[src/rtl/bp_be_mem_issue_sched.sv]
// Memory-pipe issue arbiter between core and page-table-walker requests, with
// starvation protection, fence ordering, 2-stage in-flight tracking and miss handling.
module bp_be_mem_issue_sched #(
  parameter int unsigned ptw_starve_limit_p = 4
) (
  input  logic       clk_i,
  input  logic       reset_i,
  input  logic       flush_i,
  input  logic       core_v_i,
  input  logic       core_fence_i,
  output logic       core_ready_and_o,
  input  logic       ptw_v_i,
  output logic       ptw_ready_and_o,
  input  logic       busy_i,
  input  logic       ordered_i,
  input  logic       miss_i,
  input  logic       replay_i,
  output logic       issue_v_o,
  output logic       issue_sel_o,
  output logic [1:0] inflight_o,
  output logic       state_o
);

  typedef enum logic {
    RUN       = 1'b0,
    MISS_WAIT = 1'b1
  } state_e;

  localparam logic [3:0] starve_limit_lp = 4'(ptw_starve_limit_p);

  state_e     state_q;
  logic [3:0] starve_q, starve_d;
  logic       s0_v_q, s0_src_q, s0_v_d, s0_src_d;
  logic       s1_v_q, s1_src_q, s1_v_d, s1_src_d;

  logic       can_grant;
  logic       core_ok;
  logic       core_starved;
  logic       core_gnt;
  logic       ptw_gnt;
  logic       squash;
  logic [1:0] inflight;

  assign inflight  = {1'b0, s0_v_q} + {1'b0, s1_v_q};
  assign can_grant = (state_q == RUN) & ~busy_i & ~reset_i;

  // A fence may only go out once the pipe is drained and the D$ reports ordering.
  assign core_ok      = core_v_i & (~core_fence_i | ((inflight == 2'd0) & ordered_i));
  assign core_starved = core_v_i & (starve_q == starve_limit_lp);

  // PTW normally wins; a starved core takes the slot only if it can actually issue.
  assign core_gnt = can_grant & core_ok & (core_starved | ~ptw_v_i);
  assign ptw_gnt  = can_grant & ptw_v_i & ~(core_ok & core_starved);

  assign core_ready_and_o = core_gnt;
  assign ptw_ready_and_o  = ptw_gnt;
  assign issue_v_o        = core_gnt | ptw_gnt;
  assign issue_sel_o      = ptw_gnt;
  assign inflight_o       = inflight;
  assign state_o          = state_q;

  // Misses are ignored once waiting, so only a RUN-state report squashes.
  assign squash = (state_q == RUN) & (miss_i | replay_i);

  always_comb begin
    starve_d = starve_q;
    if (!core_v_i || core_gnt) begin
      starve_d = 4'd0;
    end else if (ptw_gnt && (starve_q < starve_limit_lp)) begin
      starve_d = starve_q + 4'd1;
    end
  end

  always_comb begin
    s0_v_d   = issue_v_o & ~(flush_i & ~issue_sel_o);
    s0_src_d = issue_sel_o;
    s1_v_d   = s0_v_q & ~squash & ~(flush_i & ~s0_src_q);
    s1_src_d = s0_src_q;
  end

  always_ff @(posedge clk_i or posedge reset_i) begin
    if (reset_i) begin
      state_q <= RUN;
    end else begin
      case (state_q)
        RUN:       if (squash) state_q <= MISS_WAIT;
        MISS_WAIT: if (!busy_i) state_q <= RUN;
        default:   state_q <= RUN;
      endcase
    end
  end

  always_ff @(posedge clk_i or posedge reset_i) begin
    if (reset_i) begin
      starve_q <= 4'd0;
      s0_v_q   <= 1'b0;
      s0_src_q <= 1'b0;
      s1_v_q   <= 1'b0;
      s1_src_q <= 1'b0;
    end else begin
      starve_q <= starve_d;
      s0_v_q   <= s0_v_d;
      s0_src_q <= s0_src_d;
      s1_v_q   <= s1_v_d;
      s1_src_q <= s1_src_d;
    end
  end

endmodule
[config.mk]
export PLATFORM = sky130hd
export DESIGN_NAME = bp_be_mem_issue_sched
export DESIGN_NICKNAME = d
export VERILOG_FILES = /design/src/rtl/bp_be_mem_issue_sched.sv
export SDC_FILE = /design/constraint.sdc
export NUM_CORES = 1
export LEC_CHECK = 0
export BUFFER_PORTS_ARGS = -buffer_cell sky130_fd_sc_hd__buf_2
export CAP_MARGIN = 20
export CORE_AREA = 2 2 39 41
export CTS_BUF_LIST = sky130_fd_sc_hd__clkbuf_8
export CTS_CLUSTER_SIZE = 12
export DETAILED_ROUTE_END_ITERATION = 6
export DIE_AREA = 0 0 41 43
export PLACE_DENSITY = 0.67
export SLEW_MARGIN = 10
export SYNTH_ARGS = -nofsm -noshare
export SYNTH_HDL_FRONTEND = slang
export SYNTH_SLANG_ARGS = --single-unit
[constraint.sdc]
create_clock -name clk_i -period 3.8 [get_ports clk_i]
set_input_delay 0.57 -clock clk_i [delete_from_list [all_inputs] [get_ports clk_i]]
set_output_delay 0.57 -clock clk_i [all_outputs]
set_load 0.02 [all_outputs]
==> flow_summary.json, run 1 <==
{
  "detail_route.vias_per_cell": 5.195,
  "fmax_mhz": 418.9,
  "vias": 426,
  "cts_buffers": 3,
  "finish.instance_area_um2": 604.3,
  "clock-sinks": 8,
  "grt_pass1_vias": 339,
  "cellLeakagePower_nw": 0.3043,
  "track_usage": 0.1265,
  "io_buffer_count": 16,
  "clockRootBuffer": "clkbuf_8",
  "met3_length_um": 72,
  "route.met2.wl_um": 393,
  "drt_iter0_drc": 5,
  "syn_nets": 63,
  "worst-path-stages": 6,
  "setup-tns-final_ns": 0,
  "final_common_cell": "buf_2",
  "ys_ff_latch": 8,
  "min_path_type": "in -> async",
  "start_util": 0.3481,
  "tritoncts": "done",
  "coreArea_um2": 1384,
  "rsz0062_at_grt": "no",
  "cp-end-kind": "primary output",
  "fp-row-count": 14,
  "finalWirelength_um": 956,
  "die_w_um": 41,
  "grt_start_max_net_pins": 9,
  "period_share": 0.6282,
  "cts_buffer_depth": 2,
  "cp_cell_sequence": "inv_1, ha_1, a21boi_1, o21ai_0, nor2_1, buf_2",
  "ctsResizeCount": 0,
  "h-tree-depth": 1,
  "num_io_pins": 17,
  "tightest_slew_ns": 0.5079,
  "ir_worst_vdd_v": 0.0001269,
  "ant_nets": 0,
  "skew_ns": 0.0007508,
  "ys_seq_area_frac": 0.4156,
  "cp.arrival_ns": 1.82,
  "worst_path_max_delay_cell": "a21boi_1",
  "whs_ns": 0.3027,
  "placed_area_um2": 563.0,
  "p_total_uw": 217.3,
  "status": "finished, final reports clean",
  "fill_cells": 142,
  "start_kind": "register",
  "path_class": "reg -> out",
  "post_cts_buffers": 0,
  "drt-pass1-iter-count": 4,
  "nets": 82,
  "fin_ws_ns": 1.413,
  "top_layer": "met4",
  "cp_num_buf_inv": 2,
  "wl_met1_um": 476,
  "die_h_um": 43,
  "cpLargestDelayFamily": "compound AO/OA/AOI/OAI gates",
  "p_per_area_nw_per_um2": 359.6,
  "grt_pass1_wl_um": 1490,
  "yosysUniqueCellTypes": 22,
  "dp_hpwl_um": 757.8,
  "syn_to_final_growth_pct": 25.45,
  "post_drt_wl_per_cell_um": 11.66,
  "crit_required_ns": 3.23,
  "layout-drive-gt1-share": 0.3333,
  "grt_overflow": 0,
  "cpPeakStageDelay_ns": 0.41,
  "crit_fanout": 5,
  "period_needed_ns": 2.387,
  "antenna_found_initial": 0,
  "n_antenna_cell": 0,
  "setup_viol": 0,
  "post-place-cells": 79,
  "synth_area_um2": 481.7,
  "cts_hold_buf": 0,
  "worstSkewPairLatency_ns": 0.22,
  "mostFrequentLayoutCells": "buf_2, inv_1, dfrtp_1",
  "drv_cap": 0,
  "pre_cts_ws_ns": 1.470,
  "place.gp.congestion": 0.7885,
  "syn_area_per_cell_um2": 9.831,
  "drc_errors": 0,
  "dieArea_um2": 1763,
  "final_util": 0.4367,
  "yosys_warnings": 0,
  "slew_headroom": 0.6607,
  "reg2reg_depth": 5,
  "hold_viol": 0,
  "cts.clk_slew.worst_paths_ns": 0.04,
  "slew_violations": 0,
  "synth_cells": 49,
  "fin_cells": 82
}
[where the power goes]
group / switching [mW] / internal (mW)
clock: 0.0311 / 0.0684
combinational: 0.0170 / 0.0104
sequential: 0.00230 / 0.0880
total: 0.0505 / 0.167
[flip-flops by register name, indices dropped and copies added, names as in the netlist]
name and cells:
s0_v_q 1, s1_v_q 1, state_o 1, starve_q 4, s0_src_q 1
[cells in the mapped netlist (all sizes together)]
master  count  area [um^2]
a211oi      3        35.03
a21boi      1        7.510
a21oi       2        10.01
a31oi       1        6.260
and2        1        6.260
buf         2        18.77
dfrtp       8        200.2
ha          4        50.05
inv         8        30.03
nand3       2        10.01
nand4b      1        8.760
nor2        3        11.26
nor3        3        15.01
nor3b       1        7.510
o21a        1        7.510
o21ai       3        15.01
o221a       1        11.26
o311a       1        10.01
or3         2        12.51
or3b        1        8.760
[cell type report]
class | instances | area, um^2 | share of cell area
multi-input combinational | 31 | 232.7 | 0.3851
sequential | 8 | 200.2 | 0.3313
timing repair buffer | 16 | 80.08 | 0.1325
clock buffer | 3 | 41.29 | 0.06832
inverter | 8 | 30.03 | 0.04969
tap | 16 | 20.02 | 0.03313
[layer usage]
layer | vias to the layer above | global-route usage
met2 | 19 | 0.1594
met4 | 0 | 0.1000
met3 | 2 | 0.01571
met5 | - | 0
met1 | 196 | 0.1848
li1 | 209 | -
[cell families (layout without fill, tap and decap cells)]
logic type               count (synthesis)  after routing  share of synthesized area
AO/OA/AOI/OAI                           13             13                     0.2130
adder cells (fa/ha/maj)                  4              4                     0.1039
buffers and inverters                   10             27                     0.1013
flip-flops                               8              8                     0.4156
AND/OR/NAND/NOR                         14             14                     0.1662
[worst paths after layout]
check | slack (ns) | end | startpoint
hold / removal | 0.30 | state_o | reset_i
setup / recovery | 1.41 | ptw_ready_and_o | s0_v_q
max in group asynchronous | 3.27 | starve_q[3] | reset_i
min in group clk_i | 0.53 | state_o | state_o
hold reg to reg | 0.53 | state_o | state_o
setup reg to reg | 2.31 | s0_src_q | s0_v_q
(Power assumes the default switching activity.)
==> inputs of run 2 (changes only) <==
--- a/config.mk
+++ b/config.mk
@@ -5,6 +5,7 @@
 export SDC_FILE = /design/constraint.sdc
 export NUM_CORES = 1
 export LEC_CHECK = 0
+export ABC_AREA = 1
 export BUFFER_PORTS_ARGS = -buffer_cell sky130_fd_sc_hd__buf_2
 export CAP_MARGIN = 20
 export CORE_AREA = 2 2 39 41
@@ -12,7 +13,7 @@
 export CTS_CLUSTER_SIZE = 12
 export DETAILED_ROUTE_END_ITERATION = 6
 export DIE_AREA = 0 0 41 43
-export PLACE_DENSITY = 0.67
+export PLACE_DENSITY = 0.71
 export SLEW_MARGIN = 10
 export SYNTH_ARGS = -nofsm -noshare
 export SYNTH_HDL_FRONTEND = slang
==> constraint.sdc (replaced) <==
create_clock -name clk_i -period 2.46 [get_ports clk_i]
set_input_delay 0.369 -clock clk_i [delete_from_list [all_inputs] [get_ports clk_i]]
set_output_delay 0.369 -clock clk_i [all_outputs]
set_load 0.02 [all_outputs]
==> run 2 against run 1 <==
Net effect: area after synthesis is 9.6% higher; final cell count is 21% higher; final area is 11% higher; sequential power is 62% higher; flip-flop and latch count stayed put; register-to-register slack worse by 1.2 ns; critical endpoint is now issue_v_o; critical path type unchanged; largest power group unchanged; non-clock buffer count is 1 higher; global-route usage is 0.76 points higher; clock skew hardly changed.
==> flow_summary.json, run 2 <==
{
  "yosys.area_share.adder": 0.09479,
  "grt_overflow": 0,
  "drc_errors": 0,
  "cp.arrival_ns": 1.53,
  "cp-end-kind": "primary output",
  "crit_required_ns": 2.09,
  "antenna_found_initial": 0,
  "fmax_mhz": 526.7,
  "tightest_slew_ns": 0.2953,
  "rr_startpoint": "s0_v_q",
  "ys_ff_latch": 8,
  "vias": 448,
  "wl_met1_um": 341,
  "cts_buffers": 3,
  "p_per_area_nw_per_um2": 551.3,
  "setup-tns-final_ns": 0,
  "reg2reg_depth": 9,
  "tritoncts": "done",
  "slew_violations": 0,
  "top_layer": "met3",
  "grt_pass1_vias": 423,
  "setup_viol": 0,
  "h-tree-depth": 1,
  "mostFrequentLayoutCells": "buf_2, inv_1, nand2_1",
  "syn_nets": 78,
  "yosysUniqueCellTypes": 18,
  "yosys_warnings": 0,
  "synth_mux_area_frac": 0,
  "crit_fanout": 4,
  "place.gp.congestion": 0.7252,
  "finalWirelength_um": 948,
  "cellLeakagePower_nw": 0.3767,
  "nets": 99,
  "synth_cells": 64,
  "layout-drive-gt1-share": 0.3976,
  "drt-pass1-iter-count": 4,
  "ctsResizeCount": 0,
  "synth_top_area_frac": 0.3791,
  "route.met2.wl_um": 531,
  "cts_hold_buf": 0,
  "fp-row-count": 14,
  "synthTopCellsByArea": "dfrtp_1, inv_1, nand2_1, ha_1, nor2_4",
  "syn_area_per_cell_um2": 8.250,
  "synth_common_cells": "inv_1, nand2_1, dfrtp_1, ha_1, nor2_1",
  "rsz0062_at_grt": "no",
  "start_kind": "register",
  "path_class": "reg -> out",
  "die_w_um": 41,
  "status": "finished, final reports clean",
  "skew_ns": 0.001182,
  "drv_cap": 0,
  "cts_buffer_depth": 2,
  "track_usage": 0.1341,
  "period_needed_ns": 1.899,
  "detail_route.vias_per_cell": 4.525,
  "dieArea_um2": 1763,
  "cp_cell_sequence": "inv_1, ha_1, nand2_1, nand2_1, nand2_1, nor2_1, nand2_2, nand2_1, buf_2",
  "grt_start_max_net_pins": 10,
  "grt_pass1_wl_um": 1580,
  "worst_path_max_delay_cell": "dfrtp_1",
  "post_cts_buffers": 0,
  "dp_hpwl_um": 816.7,
  "yosys.area.top_type": "dfrtp_1",
  "registers.top_by_ff_count": "starve_q",
  "ant_nets": 0,
  "cts.clk_slew.worst_paths_ns": 0.04,
  "yosys.area_share.simple": 0.3389,
  "final_common_cell": "buf_2",
  "r2r-end": "starve_q[2]",
  "ys.flop_type": "dfrtp_1",
  "hold_viol": 0,
  "start_util": 0.3816,
  "r2r_slack_ns": 1.12,
  "clockRootBuffer": "clkbuf_8",
  "min_path_type": "in -> async",
  "met3_length_um": 75,
  "post_drt_wl_per_cell_um": 9.576,
  "largest_register_ffs": 4,
  "synth_compound_area_frac": 0.06635,
  "worstSkewPairLatency_ns": 0.22,
  "num_io_pins": 17,
  "syn_to_final_growth_pct": 26.78,
  "ir_worst_vdd_v": 0.0002687,
  "period_share": 0.7718,
  "slew_headroom": 0.8024,
  "n_antenna_cell": 0,
  "coreArea_um2": 1384,
  "synth_area_um2": 528.0,
  "final_util": 0.4837,
  "synth_edf_count": 0,
  "path_common_cell": "nand2_1",
  "ys_seq_area_frac": 0.3791,
  "die_h_um": 43,
  "synth-xor-area-share": 0,
  "drt_iter0_drc": 7,
  "clock-sinks": 8,
  "synth_top_family_by_area": "simple AND/OR/NAND/NOR gates",
  "cpPeakStageDelay_ns": 0.39,
  "async_reset_ff_frac": 1.000,
  "io_buffer_count": 16
}
==> run 2: cell types whose count changed in the layout (fill, tap and decap cells not counted), moves of 3 or more <==
cell	change
inv_1	+6
o21ai_0	-3
nor3_1	-3
nand4_1	+3
nand2_1	+14
nand2_2	+3
==> run 2: logic make-up (layout without fill, tap and decap cells) <==
kind of cell,after synthesis,count (layout)
AO/OA/AOI/OAI,5,5
adder cells (fa/ha/maj),4,4
buffers and inverters,16,35
flip-flops,8,8
AND/OR/NAND/NOR,31,31
==> run 2: power breakdown <==
group / switching (mW) / internal [mW] / leakage (nW)
Clock: 0.0444 / 0.105 / 0.0216
Sequential: 0.00573 / 0.141 / 0.108
Combinational: 0.0459 / 0.0270 / 0.247
==> run 2: how the worst max path moves through the flow <==
| stage | startpoint | to | cells after the start |
|---|---|---|---|
| floorplan | reset_i | ptw_ready_and_o | 6 |
| global placement | reset_i | ptw_ready_and_o | 8 |
| detailed placement | reset_i | ptw_ready_and_o | 8 |
| CTS | s0_v_q | issue_v_o | 9 |
| global route | s0_v_q | issue_v_o | 9 |
| finish | s0_v_q | issue_v_o | 9 |
==> run 2: final cells by class <==
class / count / area, um^2
timing repair buffer: 17 / 87.58
inverter: 15 / 56.30
sequential: 8 / 200.2
multi-input combinational: 40 / 264.0
clock buffer: 3 / 41.29
fill: 141 / 714.4
tap: 16 / 20.02
==> run 2: per-layer routing <==
layer,global-route usage,up-vias
met4,0.02000,0
met3,0.07853,0
met1,0.1171,201
met5,0,-
li1,-,232
met2,0.2469,15
==> run 2: worst max-delay path: cells and delay by family (launching register included) <==
kind / cells / cell delay, ns
AND/OR/NAND/NOR: 6 / 0.57
buffers and inverters: 2 / 0.21
flip-flops: 1 / 0.39
adder cells (fa/ha/maj): 1 / 0.13
==> run 2: through the flow <==
stage | power [mW] | setup slack, ns | hold WS [ns] | cells | cell area (um^2)
after global placement | 0.2208 | 0.7968 | 0.3368 | 96 | 628.1
after CTS | 0.3748 | 0.5433 | 0.1039 | 99 | 669.4
final | 0.3690 | 0.5614 | 0.1037 | 99 | 669.4
after floorplan | 0.1980 | 0.7773 | 0.1929 | 64 | 528.0
after global routing | 0.3915 | 0.3441 | 0.1197 | 99 | 669.4
after detailed placement | 0.2225 | 0.7715 | 0.3401 | 96 | 628.1
==> inputs of run 3 (changes only) <==
==> constraint.sdc (replaced) <==
create_clock -name clk_i -period 1.8 [get_ports clk_i]
set_input_delay 0.27 -clock clk_i [delete_from_list [all_inputs] [get_ports clk_i]]
set_output_delay 0.27 -clock clk_i [all_outputs]
set_load 0.02 [all_outputs]
==> run 3 against run 2 <==
Net effect: power grew 42%; critical path type unchanged; register-to-register slack got worse by 0.68 ns; clock power up 45%; sequential power increased by 37%; count of clock-buffer cells in the layout stayed put; highest routed layer is now met4; combinational power is 46% higher; clock skew is 0.0014 ns higher; sequential share of layout area shrank 1.2 points.
==> flow_summary.json, run 3 (synthesis gave the netlist of run 2 again) <==
{
  "status": "finished, final reports clean",
  "fmax_mhz": 588.7,
  "final_common_cell": "inv_1",
  "dieArea_um2": 1763,
  "drc_errors": 0,
  "cp-end-kind": "primary output",
  "cts_hold_buf": 0,
  "cts_buffer_depth": 2,
  "syn_to_final_growth_pct": 32.23,
  "post_drt_wl_per_cell_um": 9.790,
  "grt_overflow": 0,
  "internal-power_uw": 378.4,
  "ir_worst_vdd_v": 0.0003787,
  "registers.top_by_ff_count": "starve_q",
  "drt-pass1-iter-count": 1,
  "slew_headroom": 0.8161,
  "cp.arrival_ns": 1.43,
  "detail_route.vias_per_cell": 4.540,
  "antenna_found_initial": 0,
  "placed_area_um2": 628.1,
  "rsz0062_at_grt": "yes",
  "mostFrequentLayoutCells": "inv_1, nand2_1, buf_2",
  "cts_buffers": 3,
  "grt_start_max_net_pins": 9,
  "place.gp.congestion": 0.7562,
  "drv_cap": 0,
  "period_needed_ns": 1.699,
  "drt_iter0_drc": 0,
  "die_h_um": 43,
  "swShare": 0.2775,
  "timing.critical_path.from": "s0_v_q",
  "start_util": 0.3816,
  "clock-sinks": 8,
  "pwr-share-clk": 0.415,
  "largest_register_ffs": 4,
  "final_util": 0.5045,
  "worstSkewPairLatency_ns": 0.23,
  "nets": 100,
  "h-tree-depth": 1,
  "p_per_area_nw_per_um2": 750.1,
  "vias": 454,
  "p_seq_frac": 0.382,
  "start_kind": "register",
  "skew_ns": 0.002543,
  "die_w_um": 41,
  "hold_viol": 0,
  "grt_pass1_wl_um": 1621,
  "setup_viol": 0,
  "tritoncts": "done",
  "comb_power_share": 0.203,
  "cellLeakagePower_nw": 0.3818,
  "period_share": 0.9437,
  "setup-tns-final_ns": 0,
  "layout-drive-gt1-share": 0.4405,
  "min_path_type": "in -> async",
  "rr_startpoint": "s0_v_q",
  "num_io_pins": 17,
  "path_class": "reg -> out",
  "n_antenna_cell": 0,
  "slew_violations": 0,
  "fp-row-count": 14,
  "clockRootBuffer": "clkbuf_8",
  "switching_power_uw": 145.3,
  "crit_fanout": 4,
  "finish.instance_area_um2": 698.2,
  "crit_required_ns": 1.53,
  "ant_nets": 0,
  "track_usage": 0.1400,
  "grt_pass1_vias": 435,
  "tightest_slew_ns": 0.2749,
  "io_buffer_count": 16,
  "cts.clk_slew.worst_paths_ns": 0.04,
  "coreArea_um2": 1384,
  "finalWirelength_um": 979,
  "dp_hpwl_um": 812.4
}
run 3: layer usage:
metal	vias up	routed length [um]	part of all wire	track usage
li1	237	-	-	-
met1	201	356	0.36	0.1362
met2	13	540	0.55	0.2375
met3	3	59	0.060	0.04712
met4	0	23	0.023	0.08000
met5	-	0	0	0
run 3: worst max-delay path, stage by stage (launching register included):
cell and delay (ns):
dfrtp_1 0.39, inv_1 0.06, ha_1 0.14, nand2_1 0.06
nand2_2 0.08, nand2_1 0.07, nor2_2 0.11, nand2_2 0.09
nand2_1 0.07, buf_4 0.13
run 3: through the flow:
stage	power [mW]	setup slack [ns]	cells	hold slack, ns
finish	0.5237	0.1014	100	0.03655
global route	0.5538	-0.006884	100	0.07158
CTS	0.5322	0.007795	99	0.03726
detailed placement	0.3051	0.2275	96	0.2848
global placement	0.3015	0.2708	96	0.2845
floorplan	0.2706	0.2660	64	0.09385
run 3: worst paths after layout:
kind                               end  slack, ns  cells past startpoint
max                          issue_v_o       0.10                      9
min reg2reg                     s1_v_q       0.51                      2
min in group clk_i              s0_v_q       0.23                      2
min                           s0_src_q       0.04                      3
max in group asynchronous  starve_q[1]       1.63                      3
max reg2reg                starve_q[2]       0.44                     10
run 3: repair_timing:
item,CTS,global route
gates cloned,0,0
resized for setup,1,7
pin swaps,0,1
setup buffers,0,1
endpoints found under the setup margin,2,4
run 3: power groups by stage:
stage | clock network (mW) | registers [mW] | logic (mW)
floorplan | 0 | 0.209 | 0.0613
global placement | 0 | 0.202 | 0.0996
detailed placement | 0 | 0.203 | 0.102
CTS | 0.228 | 0.200 | 0.103
global route | 0.234 | 0.201 | 0.119
finish | 0.217 | 0.200 | 0.106
run 3: final cells by class:
| class | count | area, um^2 |
|---|---|---|
| fillers | 134 | 685.7 |
| multi-input cells | 40 | 271.5 |
| flip-flops and latches | 8 | 200.2 |
| repair buffers | 18 | 108.9 |
| inverters | 15 | 56.30 |
| clock buffers | 3 | 41.29 |
| well taps | 16 | 20.02 |
